[src/rtl/seq_det_ctrl.sv]
// Word-level controller for an external serial 1011 detector (overlapping mode).
// Clears the detector, streams each word MSB-first, and returns count and first-hit position.
module seq_det_ctrl #(
  parameter int unsigned WIDTH = 8,
  parameter int unsigned CNT_W = 4,
  parameter int unsigned POS_W = 3
) (
  input  logic             clock,
  input  logic             reset,
  input  logic             in_valid,
  output logic             in_ready,
  input  logic [WIDTH-1:0] in_data,
  output logic             det_din,
  output logic             det_reset,
  input  logic             det_dout,
  output logic             out_valid,
  input  logic             out_ready,
  output logic [CNT_W-1:0] out_count,
  output logic             out_hit,
  output logic [POS_W-1:0] out_pos,
  output logic             busy
);

  typedef enum logic [2:0] {
    IDLE,
    CLR,
    SHIFT,
    DRAIN,
    DONE
  } state_t;

  state_t             state_q, state_d;
  logic [WIDTH-1:0]   shreg_q, shreg_d;
  logic [POS_W-1:0]   k_q, k_d;
  logic [CNT_W-1:0]   count_q, count_d;
  logic [POS_W-1:0]   pos_q, pos_d;
  logic               hit_q, hit_d;
  logic               sample_en;
  logic [POS_W-1:0]   sample_idx;

  always_ff @(posedge clock) begin
    if (reset) begin
      state_q <= IDLE;
      shreg_q <= '0;
      k_q     <= '0;
      count_q <= '0;
      pos_q   <= '0;
      hit_q   <= 1'b0;
    end else begin
      state_q <= state_d;
      shreg_q <= shreg_d;
      k_q     <= k_d;
      count_q <= count_d;
      pos_q   <= pos_d;
      hit_q   <= hit_d;
    end
  end

  always_comb begin
    state_d    = state_q;
    shreg_d    = shreg_q;
    k_d        = k_q;
    count_d    = count_q;
    pos_d      = pos_q;
    hit_d      = hit_q;
    sample_en  = 1'b0;
    sample_idx = '0;

    unique case (state_q)
      IDLE: begin
        if (in_valid) begin
          shreg_d = in_data;
          count_d = '0;
          pos_d   = '0;
          hit_d   = 1'b0;
          state_d = CLR;
        end
      end
      CLR: begin
        k_d     = '0;
        state_d = SHIFT;
      end
      SHIFT: begin
        shreg_d = {shreg_q[WIDTH-2:0], 1'b0};
        // det_dout is one cycle behind det_din, so this cycle reports bit k-1
        if (k_q != '0) begin
          sample_en  = 1'b1;
          sample_idx = k_q - 1'b1;
        end
        if (k_q == POS_W'(WIDTH - 1)) begin
          state_d = DRAIN;
        end else begin
          k_d = k_q + 1'b1;
        end
      end
      DRAIN: begin
        sample_en  = 1'b1;
        sample_idx = POS_W'(WIDTH - 1);
        state_d    = DONE;
      end
      DONE: begin
        if (out_ready) begin
          state_d = IDLE;
        end
      end
      default: state_d = IDLE;
    endcase

    if (sample_en && det_dout) begin
      if (count_q != '1) begin
        count_d = count_q + 1'b1;
      end
      if (!hit_q) begin
        hit_d = 1'b1;
        pos_d = sample_idx;
      end
    end
  end

  assign in_ready  = (state_q == IDLE) && !reset;
  assign out_valid = (state_q == DONE) && !reset;
  assign det_reset = reset || (state_q == CLR);
  assign det_din   = (state_q == SHIFT) && !reset && shreg_q[WIDTH-1];
  assign busy      = (state_q != IDLE);
  assign out_count = count_q;
  assign out_hit   = (count_q != '0);
  assign out_pos   = pos_q;

endmodule

[config.mk]
export PLATFORM = sky130hd
export DESIGN_NAME = seq_det_ctrl
export DESIGN_NICKNAME = d
export VERILOG_FILES = /design/src/rtl/seq_det_ctrl.sv
export SDC_FILE = /design/constraint.sdc
export NUM_CORES = 1
export LEC_CHECK = 0
export ABC_CLOCK_PERIOD_IN_PS = 3930
export CORE_UTILIZATION = 30
export CTS_BUF_LIST = sky130_fd_sc_hd__clkbuf_8
export DETAILED_ROUTE_END_ITERATION = 6
export PLACE_DENSITY = 0.61
export SLEW_MARGIN = 5
export SYNTH_ARGS = -nofsm -noshare
export SYNTH_HDL_FRONTEND = slang
export SYNTH_SLANG_ARGS = --single-unit
[constraint.sdc]
create_clock -name clock -period 3.93 [get_ports clock]
set_input_delay 0.9825 -clock clock [delete_from_list [all_inputs] [get_ports clock]]
set_output_delay 0.9825 -clock clock [all_outputs]
set_load 0.005 [all_outputs]
==> impl_results.md <==
- Status: finished clean
- Met3 GRT Util: 0.0190
- Die area: 0.00441 mm2
- Synth top area cells: dfxtp_1, ha_1, nand2_1, a311oi_1, a21oi_1
- First-pass DRT Iterations: 4
- CP startpoint kind: primary input
- FP Rows: 23
- Seq/Total Area, Yosys: 0.354
- Clock latency on the worst-skew pair: roughly 0.26 ns
- Synth cell count leaders: dfxtp_1, nand2_1, nor2_1
- Cell Chain, Critical Path: clkdlybuf4s50_1 -> nor4b_1 -> clkdlybuf4s50_1
- Placer Congestion: ~0.75
- Tmin final: around 3.5 ns
- Pre-CTS setup slack: 0.407 ns
- Die Wd: about 66 um
- Post-route DRC: 0
- Final Hold Fails: 0
- Clock Sinks: 22
- Peak Freq: approximately 280 MHz
- Final WS setup: 0.405 ns
- Gr busiest metal: met2
- Most used cell along the critical path: clkdlybuf4s50_1
- Initial Util: 0.311
- First-pass GRT wire length: a little under 5000 um
- Vias in the first global route: approximately 1,100
- Via count: about 1,100
- Antenna viol nets, final: 0
- Final Setup Violations: 0
- Largest net degree at the start of global routing: 20
- Height of the die: 66.4 um
- Crit. End Element: output pin
- Hold buffer count at CTS: 0
- Syn Area/Cell: 8.35 um2
- Share of layout cells above drive strength 1: 0.0814
- GRT met1 Usage: 0.183
- Hold WC Path Type: reg2reg
- Pleak: 0.607 nW
- Longest Clk Path Bufs: 2
- CTS tree: built
- Flip-flop cell with the highest count after synthesis: dfxtp_1
- Initial antenna violation count: 0
- Cell Pwr Density: 509 mW/mm2
- Area grow syn2layout: 29.4%
- CP max-delay cell: clkdlybuf4s50_1
- Area share of the largest cell type after synthesis: 0.354
- Max cap viols: 0
- HPWL Detailed: 2030 um
- Critical path origin: reset
- Yosys reg bits: 22
- Synth cell types: 40
- Worst rel slew slack: 0.597
- EDFF count, synth: 0
- Buffers added on ports: 25
- WHS: around 0.46 ns
- Clock skew: slightly below 0.008 ns
- Drt total wl: 2840 um
- Slew @ Worst Pin: 0.604 ns
- Synth area leader: dfxtp_1
- Post-CTS Setup Bufs: 0
- CP max FO: 12
- H-tree Lvls: 1
- Hold path startpoint: out_pos[2]
- Warnings, synthesis: 0
- RR Startpoint: k_q[0]
- Post-Syn Area: about 0.0012 mm2
- Share of synthesized flip-flops with an asynchronous set or reset: 0
- Final Net Count: approximately 190
- CTS buffer count: 3
- Root Buffer: clkbuf_8
- Syn nets: around 170
- Crit Path Class: in2out
- RSZ-0062 raised after global routing: false
- Arrival @ worst endpoint: between 2 and 3 ns
- Mapped Cells: ~150
- Violation count after the first detailed-route iteration: about 50
- Grt total ovfl: 0
- Final setup TNS: 0 ns
- Post-CTS resize count: 0
- Design Power: between 0.8 and 0.9 mW
- Number of inserted diodes: 0
- Number of I/O pins: 26
- Clock-pin slew on the worst setup and hold paths: about 0.070 ns
- DR WL/cell: 12.8 um
- Fin crit share: 0.897
- GR Util All Layers: 0.139
- Peak VDD IR: around 340 uV
- Met2 Use GR: 0.235
- Core area: about 0.0040 mm2
- Vias/cell: 5.08
- Slowest Stage Delay on Critical Path: 0.65 ns
- Worst endpoint required time: 2.95 ns
- Slew Viols, Final: 0
-- routing by layer --
metal,routed length [um],vias up
met3,101,4
met1,1410,521
met4,19,0
li1,-,577
met5,0,-
met2,1310,26
-- per-stage QoR --
step | utilization | area (um2) | std cells
after detailed placement | 0.384 | 1540 | 218
after floorplan | - | 1240 | 149
after CTS | 0.402 | 1610 | 222
after global routing | 0.402 | 1610 | 222
final | 0.402 | 1610 | 222
after global placement | 0.384 | 1540 | 218
-- worst max-delay path, delay by kind of cell --
kind	cells	cell delay, ns
and+or+nand+nor	1	0.35
buffers and inverters	2	1.20
-- final cells by class --
| type | count | area, um2 |
|---|---|---|
| inverter | 9 | 33.8 |
| fill | 407 | 2390 |
| tap | 50 | 62.6 |
| clock inverter | 1 | 30.0 |
| clock buffer | 3 | 41.3 |
| sequential | 22 | 440 |
| multi-input combinational | 109 | 728 |
| timing repair buffer | 28 | 273 |
-- cells in the final DEF (no fill, tap or decap), types with 4 or more instances in the layout --
master / instances
nor2_1: 12
a311oi_1: 7
o31ai_1: 5
nor3b_1: 4
nand2_1: 22
nand3_1: 6
ha_1: 7
inv_1: 8
clkdlybuf4s50_1: 25
a21oi_1: 9
dfxtp_1: 22
-- sequential cells by signal, indices dropped and copies added, names as in the netlist --
name	flops
shreg_q	8
k_q	3
state_q	3
hit_q	1
out_count	4
out_pos	3
-- logic make-up (layout without fill, tap and decap cells) --
family          Yosys count  count (layout)  share of synthesized area
mux                       2               2                     0.0161
fa+ha+maj                 7               7                     0.0704
buf+inv                  18              41                     0.0604
xor+xnor                  2               2                     0.0141
flops                    22              22                      0.354
compound gates           32              32                      0.179
simple gates             66              66                      0.306
-- power breakdown --
group	total, mW	switching, mW	internal (mW)
registers	0.329	0.0640	0.265
logic	0.281	0.144	0.136
clock network	0.209	0.0734	0.136
total	0.819	0.282	0.537
-- path summary, 6_finish.rpt --
check / endpoint / slack (ns) / depth (start not counted)
worst max register to register: out_pos[1] / 1.97 / 7
worst max-delay path: out_valid / 0.40 / 3
worst min-delay path: out_pos[2] / 0.46 / 2
worst min register to register: out_pos[2] / 0.46 / 2
Note: power is estimated with default switching activity, not from simulation.
